$ cat src/rtl/clk_div_prog.sv
// Purpose : runtime-programmable integer divider of clk50M with a period-start tick; optional 50% duty for odd N (CLK_DIV_ODD_DUTY50_EN).
// Latency : en high -> clk_out/tick high after 1 clk50M edge; a new divisor takes effect at the next period boundary.
// Backpressure: none; div_load is a fire-and-forget strobe into a one-deep pending register (last write wins).
module clk_div_prog #(
    parameter int CNT_W       = 16,
    parameter int DEFAULT_DIV = 8
) (
    input  logic             clk50M,
    input  logic             rst_n,
    input  logic             en,
    input  logic [CNT_W-1:0] div_val,
    input  logic             div_load,
    output logic             clk_out,
    output logic             tick,
    output logic [CNT_W-1:0] cur_div,
    output logic             running
);

    localparam logic [CNT_W-1:0] DEF_DIV = CNT_W'(DEFAULT_DIV);
    localparam logic [CNT_W-1:0] ONE     = CNT_W'(1);
    localparam logic [CNT_W-1:0] TWO     = CNT_W'(2);

    typedef enum logic {
        S_STOP = 1'b0,
        S_RUN  = 1'b1
    } state_t;

    state_t           state, state_nxt;
    logic [CNT_W-1:0] cnt, cnt_nxt;
    logic [CNT_W-1:0] cur_div_q, cur_div_nxt;
    logic [CNT_W-1:0] pend_dat, pend_dat_nxt;
    logic             pend_vld, pend_vld_nxt;
    logic             clk_pos, clk_pos_nxt;
    logic             tick_q, tick_nxt;

    logic [CNT_W-1:0] load_dat;
    logic [CNT_W-1:0] last_cnt;
    logic [CNT_W-1:0] high_end;
    logic             do_wrap;

    // Divisors below 2 cannot produce a high and a low phase, so they are raised to 2.
    assign load_dat = (div_val < TWO) ? TWO : div_val;

    // Last count of the period and last count of the high phase (high time is ceil(N/2)).
    assign last_cnt = cur_div_q - ONE;
    assign high_end = cur_div_q - (cur_div_q >> 1) - ONE;

    // State and datapath registers.
    always_ff @(posedge clk50M or negedge rst_n) begin
        if (!rst_n) begin
            state     <= S_STOP;
            cnt       <= DEF_DIV - ONE;
            cur_div_q <= DEF_DIV;
            pend_dat  <= DEF_DIV;
            pend_vld  <= 1'b0;
            clk_pos   <= 1'b0;
            tick_q    <= 1'b0;
        end else begin
            state     <= state_nxt;
            cnt       <= cnt_nxt;
            cur_div_q <= cur_div_nxt;
            pend_dat  <= pend_dat_nxt;
            pend_vld  <= pend_vld_nxt;
            clk_pos   <= clk_pos_nxt;
            tick_q    <= tick_nxt;
        end
    end

    // Next-state logic: the counter only restarts (and only adopts a pending divisor) at a wrap,
    // so a period in flight always finishes with the divisor it started with.
    always_comb begin
        state_nxt    = state;
        cnt_nxt      = cnt;
        cur_div_nxt  = cur_div_q;
        pend_dat_nxt = pend_dat;
        pend_vld_nxt = pend_vld;
        clk_pos_nxt  = clk_pos;
        tick_nxt     = 1'b0;
        do_wrap      = 1'b0;

        if (div_load) begin
            pend_dat_nxt = load_dat;
            pend_vld_nxt = 1'b1;
        end

        case (state)
            S_STOP: begin
                clk_pos_nxt = 1'b0;
                cnt_nxt     = last_cnt;
                if (en) begin
                    state_nxt = S_RUN;
                    do_wrap   = 1'b1;
                end
            end
            S_RUN: begin
                if (cnt == last_cnt) begin
                    if (!en) begin
                        // Low phase just completed: park here without starting a new period.
                        state_nxt   = S_STOP;
                        clk_pos_nxt = 1'b0;
                    end else begin
                        do_wrap = 1'b1;
                    end
                end else begin
                    cnt_nxt = cnt + ONE;
                    if (cnt == high_end) begin
                        clk_pos_nxt = 1'b0;
                    end
                end
            end
            default: begin
                state_nxt = S_STOP;
            end
        endcase

        if (do_wrap) begin
            cnt_nxt     = '0;
            clk_pos_nxt = 1'b1;
            tick_nxt    = 1'b1;
            // Only the value pending before this edge is consumed; a load in this same
            // cycle has already refreshed pend_dat_nxt and keeps pend_vld set.
            if (pend_vld) begin
                cur_div_nxt = pend_dat;
                if (!div_load) begin
                    pend_vld_nxt = 1'b0;
                end
            end
        end
    end

`ifdef CLK_DIV_ODD_DUTY50_EN
    logic clk_neg;

    // Half-cycle delayed copy of clk_pos; ANDing it in delays only the rising edge.
    always_ff @(negedge clk50M or negedge rst_n) begin
        if (!rst_n) begin
            clk_neg <= 1'b0;
        end else begin
            clk_neg <= clk_pos;
        end
    end

    assign clk_out = cur_div_q[0] ? (clk_pos & clk_neg) : clk_pos;
`else
    assign clk_out = clk_pos;
`endif

    assign tick    = tick_q;
    assign cur_div = cur_div_q;
    assign running = (state == S_RUN);

endmodule

$ cat config.mk
export PLATFORM = sky130hd
export DESIGN_NAME = clk_div_prog
export DESIGN_NICKNAME = d
export VERILOG_FILES = /design/src/rtl/clk_div_prog.sv
export SDC_FILE = /design/constraint.sdc
export NUM_CORES = 1
export LEC_CHECK = 0
export ABC_CLOCK_PERIOD_IN_PS = 4200
export CORE_MARGIN = 5
export CORE_UTILIZATION = 52
export CTS_BUF_LIST = sky130_fd_sc_hd__clkbuf_16
export DETAILED_ROUTE_END_ITERATION = 12
export GPL_ROUTABILITY_DRIVEN = 0
export GPL_TIMING_DRIVEN = 1
export MAX_ROUTING_LAYER = met4
export PLACE_DENSITY = 0.76
export SLEW_MARGIN = 20
export SYNTH_ARGS = -nofsm -noshare
export SYNTH_HDL_FRONTEND = slang
export SYNTH_SLANG_ARGS = --single-unit
$ cat constraint.sdc
create_clock -name clk50M -period 4.2 [get_ports clk50M]
set_clock_uncertainty 0.1 [all_clocks]
set_input_delay 0.63 -clock clk50M [delete_from_list [all_inputs] [get_ports clk50M]]
set_output_delay 0.63 -clock clk50M [all_outputs]
set_load 0.01 [all_outputs]
==> metrics.cfg <==
[clocking]
cts_made_buffers = 5
cts-root-buf = clkbuf_16
cts-resized-gates = 0
clk_pin_slew_ns = 0.07
cts_hold_buffers = 0
cts_tree = yes
cts.path.max_buffers = 2
clock-sinks = 52
h-tree-depth = 2
cts_setup_buffers = 0
clkLatencyLatePin_ns = 0.29

[cells_and_area]
final_cell_count_no_fill = 611
drive_above_1_share = 0.151
layout.nets = 555
post-route-util = 0.586
diodes = 0
area_delta_synth_final_pct = 10.2

[timing]
fmax_mhz = 261
slew_headroom = 0.312
fin_crit_ns = 3.83
finalMaxSlewViolations = 0
setup_viol = 0
finalHoldViolCount = 0
worst_pin_slew_ns = 1.03
tns_ns = 0
rsz0062_at_grt = no
fin_crit_sh = 0.911

[global_routing]
grt_overflow_total = 0
grt_pass1_wl_mm = 19.5
grt_max_degree = 53
grt.total_usage = 0.225
antenna_found_initial = 0
first_global_vias = 3809

[synthesis]
yosys.area_share.adder = 0.0907
synth_cell_type_count = 76
syn_area_per_cell_sq_um = 9.68
async_flop_share = 1.00
synth_flop_cell = dfrtp_1
synth_edf_count = 0
muxShareOfSynthArea = 0.106
synth-simple-area-share = 0.170
synth_top_family_by_area = simple AND/OR/NAND/NOR gates
synth.cell_area_sq_um = 4640
synth_compound_area_frac = 0.148
ys_warn_count = 0
synthCells = 479
synth_nets = 532
synth-xor-area-share = 0.128
ys_ff_latch = 52
seq_area_frac_synth = 0.282

[floorplanning]
die_area_sq_um = 10900
die-height_microns = 104
start_util = 0.532
io_pins = 39
coreArea_sq_um = 8720
die_w_microns = 104
rows = 34

[worst_setup_path]
r2r_setup_slack_ns = 0.37
cp.arrival_ns = 3.87
path_max_fanout = 8
cp_data_required_time_ns = 4.24
rr_worst_depth = 10
crit_path_end_kind = flip-flop
start_kind = flip-flop
criticalPathCategory = reg2reg

[routing]
route.detailed.drc = 0
drt_iter0_drc = 268
dr_total_vias = 3791
avgViaCountPerCell = 6.20
dr.pass1.iters = 6
drtAntennaViolNets = 0
wl_per_cell_microns = 19.4
routed_wl_mm = 11.9

[placed_design]
place_hpwl_mm = 9.14
placedCellCount = 603
numPortBuffers = 38

[pwr]
ir_drop_uv = 185
p_leak_uw = 0.00211
power_density_nw_per_um2 = 196
p_total_uw = 1000

[outcome]
outcome = completed

[job]
max_cap_violations = 0

[min_path]
hp-class = in2async

==> flip-flops by register name, indices dropped and copies added, names as in the netlist <==
register and cells:
cnt 16, running 1, pend_vld 1, pend_dat 16, tick 1, clk_out 1, cur_div 16
==> per-stage QoR <==
stage	worst slack (ns)	hold slack [ns]	area, sq um
after global placement	0.220	0.382	4960
after floorplan	0.977	0.234	4640
after detailed placement	0.436	0.392	4960
after CTS	0.423	0.391	5110
after global routing	0.193	0.425	5110
final	0.372	0.357	5110
==> cells in the final DEF (no fill, tap or decap), drive strengths merged, types with 9 or more instances in the layout <==
cell type / Yosys / layout
nand3: 13 / 13
a21oi: 14 / 14
nor2b: 10 / 10
o21ai: 18 / 18
xnor2: 32 / 32
mux2: 33 / 33
nor2: 29 / 29
nand4: 9 / 9
ha: 32 / 32
inv: 35 / 36
xor2: 26 / 26
nand2: 24 / 24
o22ai: 11 / 11
dfrtp: 47 / 47
clkdlybuf4s50: 1 / 37
nor3: 13 / 13
==> Yosys cell counts, drive strengths merged (9+ instances only) <==
| cell | n | area, sq um |
|---|---|---|
| nor3 | 13 | 65.1 |
| clkbuf | 17 | 124 |
| nand2 | 24 | 90.1 |
| nor2b | 10 | 62.6 |
| ha | 32 | 400 |
| mux2 | 33 | 409 |
| xor2 | 26 | 235 |
| nor2 | 29 | 109 |
| xnor2 | 32 | 280 |
| inv | 35 | 131 |
| a21oi | 14 | 70.1 |
| nand4 | 9 | 62.6 |
| dfrtp | 47 | 1180 |
| o21ai | 18 | 90.1 |
| o22ai | 11 | 119 |
| nand3 | 13 | 77.6 |
==> power breakdown <==
| part | switching (uW) | internal (uW) | leakage, uW |
|---|---|---|---|
| registers | 10.3 | 517 | 0.000615 |
| logic | 26.2 | 32.1 | 0.00142 |
| clock network | 193 | 222 | 0.0000702 |
| total | 229 | 771 | 0.00211 |
==> area by class of cell <==
| class | count | area [sq um] |
|---|---|---|
| clock buffers | 5 | 125 |
| clock inverters | 3 | 21.3 |
| fillers | 765 | 3610 |
| inverters | 35 | 131 |
| multi-input cells | 366 | 2980 |
| flip-flops and latches | 52 | 1310 |
| well taps | 108 | 135 |
| repair buffers | 42 | 405 |
==> routing by layer <==
| metal | wire length [microns] | global-route usage | up-vias | part of all wire |
|---|---|---|---|---|
| met5 | 0 | - | - | 0 |
| met2 | 5620 | 0.356 | 150 | 0.47 |
| met3 | 679 | 0.0354 | 42 | 0.057 |
| met1 | 5250 | 0.293 | 1849 | 0.44 |
| met4 | 330 | 0.0759 | 0 | 0.028 |
| li1 | - | - | 1750 | - |
==> worst paths after layout <==
kind,endpoint,start
hold / removal,cnt[15]$_DFFE_PN0P_,rst_n
min in group clk50M,pend_dat[1]$_DFFE_PN0P_,pend_dat[1]$_DFFE_PN0P_
setup / recovery,clk_out$_DFFE_PN0P_,cur_div[6]$_DFFE_PN0P_
setup reg to reg,clk_out$_DFFE_PN0P_,cur_div[6]$_DFFE_PN0P_
max in group asynchronous,cur_div[13]$_DFFE_PN0P_,rst_n
hold reg to reg,pend_dat[1]$_DFFE_PN0P_,pend_dat[1]$_DFFE_PN0P_
==> cells by family after synthesis <==
logic type               count (synthesis)
buffers and inverters                   61
multiplexers                            41
AO/OA/AOI/OAI                           92
flip-flops                              52
adder cells (fa/ha/maj)                 33
XOR/XNOR                                61
AND/OR/NAND/NOR                        139
==> worst max-delay path, cell delays in order (launching register included) <==
cell,delay [ns]
dfrtp_1,0.58
inv_1,0.16
ha_1,0.40
inv_1,0.08
a21oi_1,0.27
inv_1,0.07
o31ai_1,0.55
o31ai_1,0.18
a211o_1,0.28
a2111oi_1,0.88
o31ai_1,0.12
Note: power is estimated with default switching activity, not from simulation.
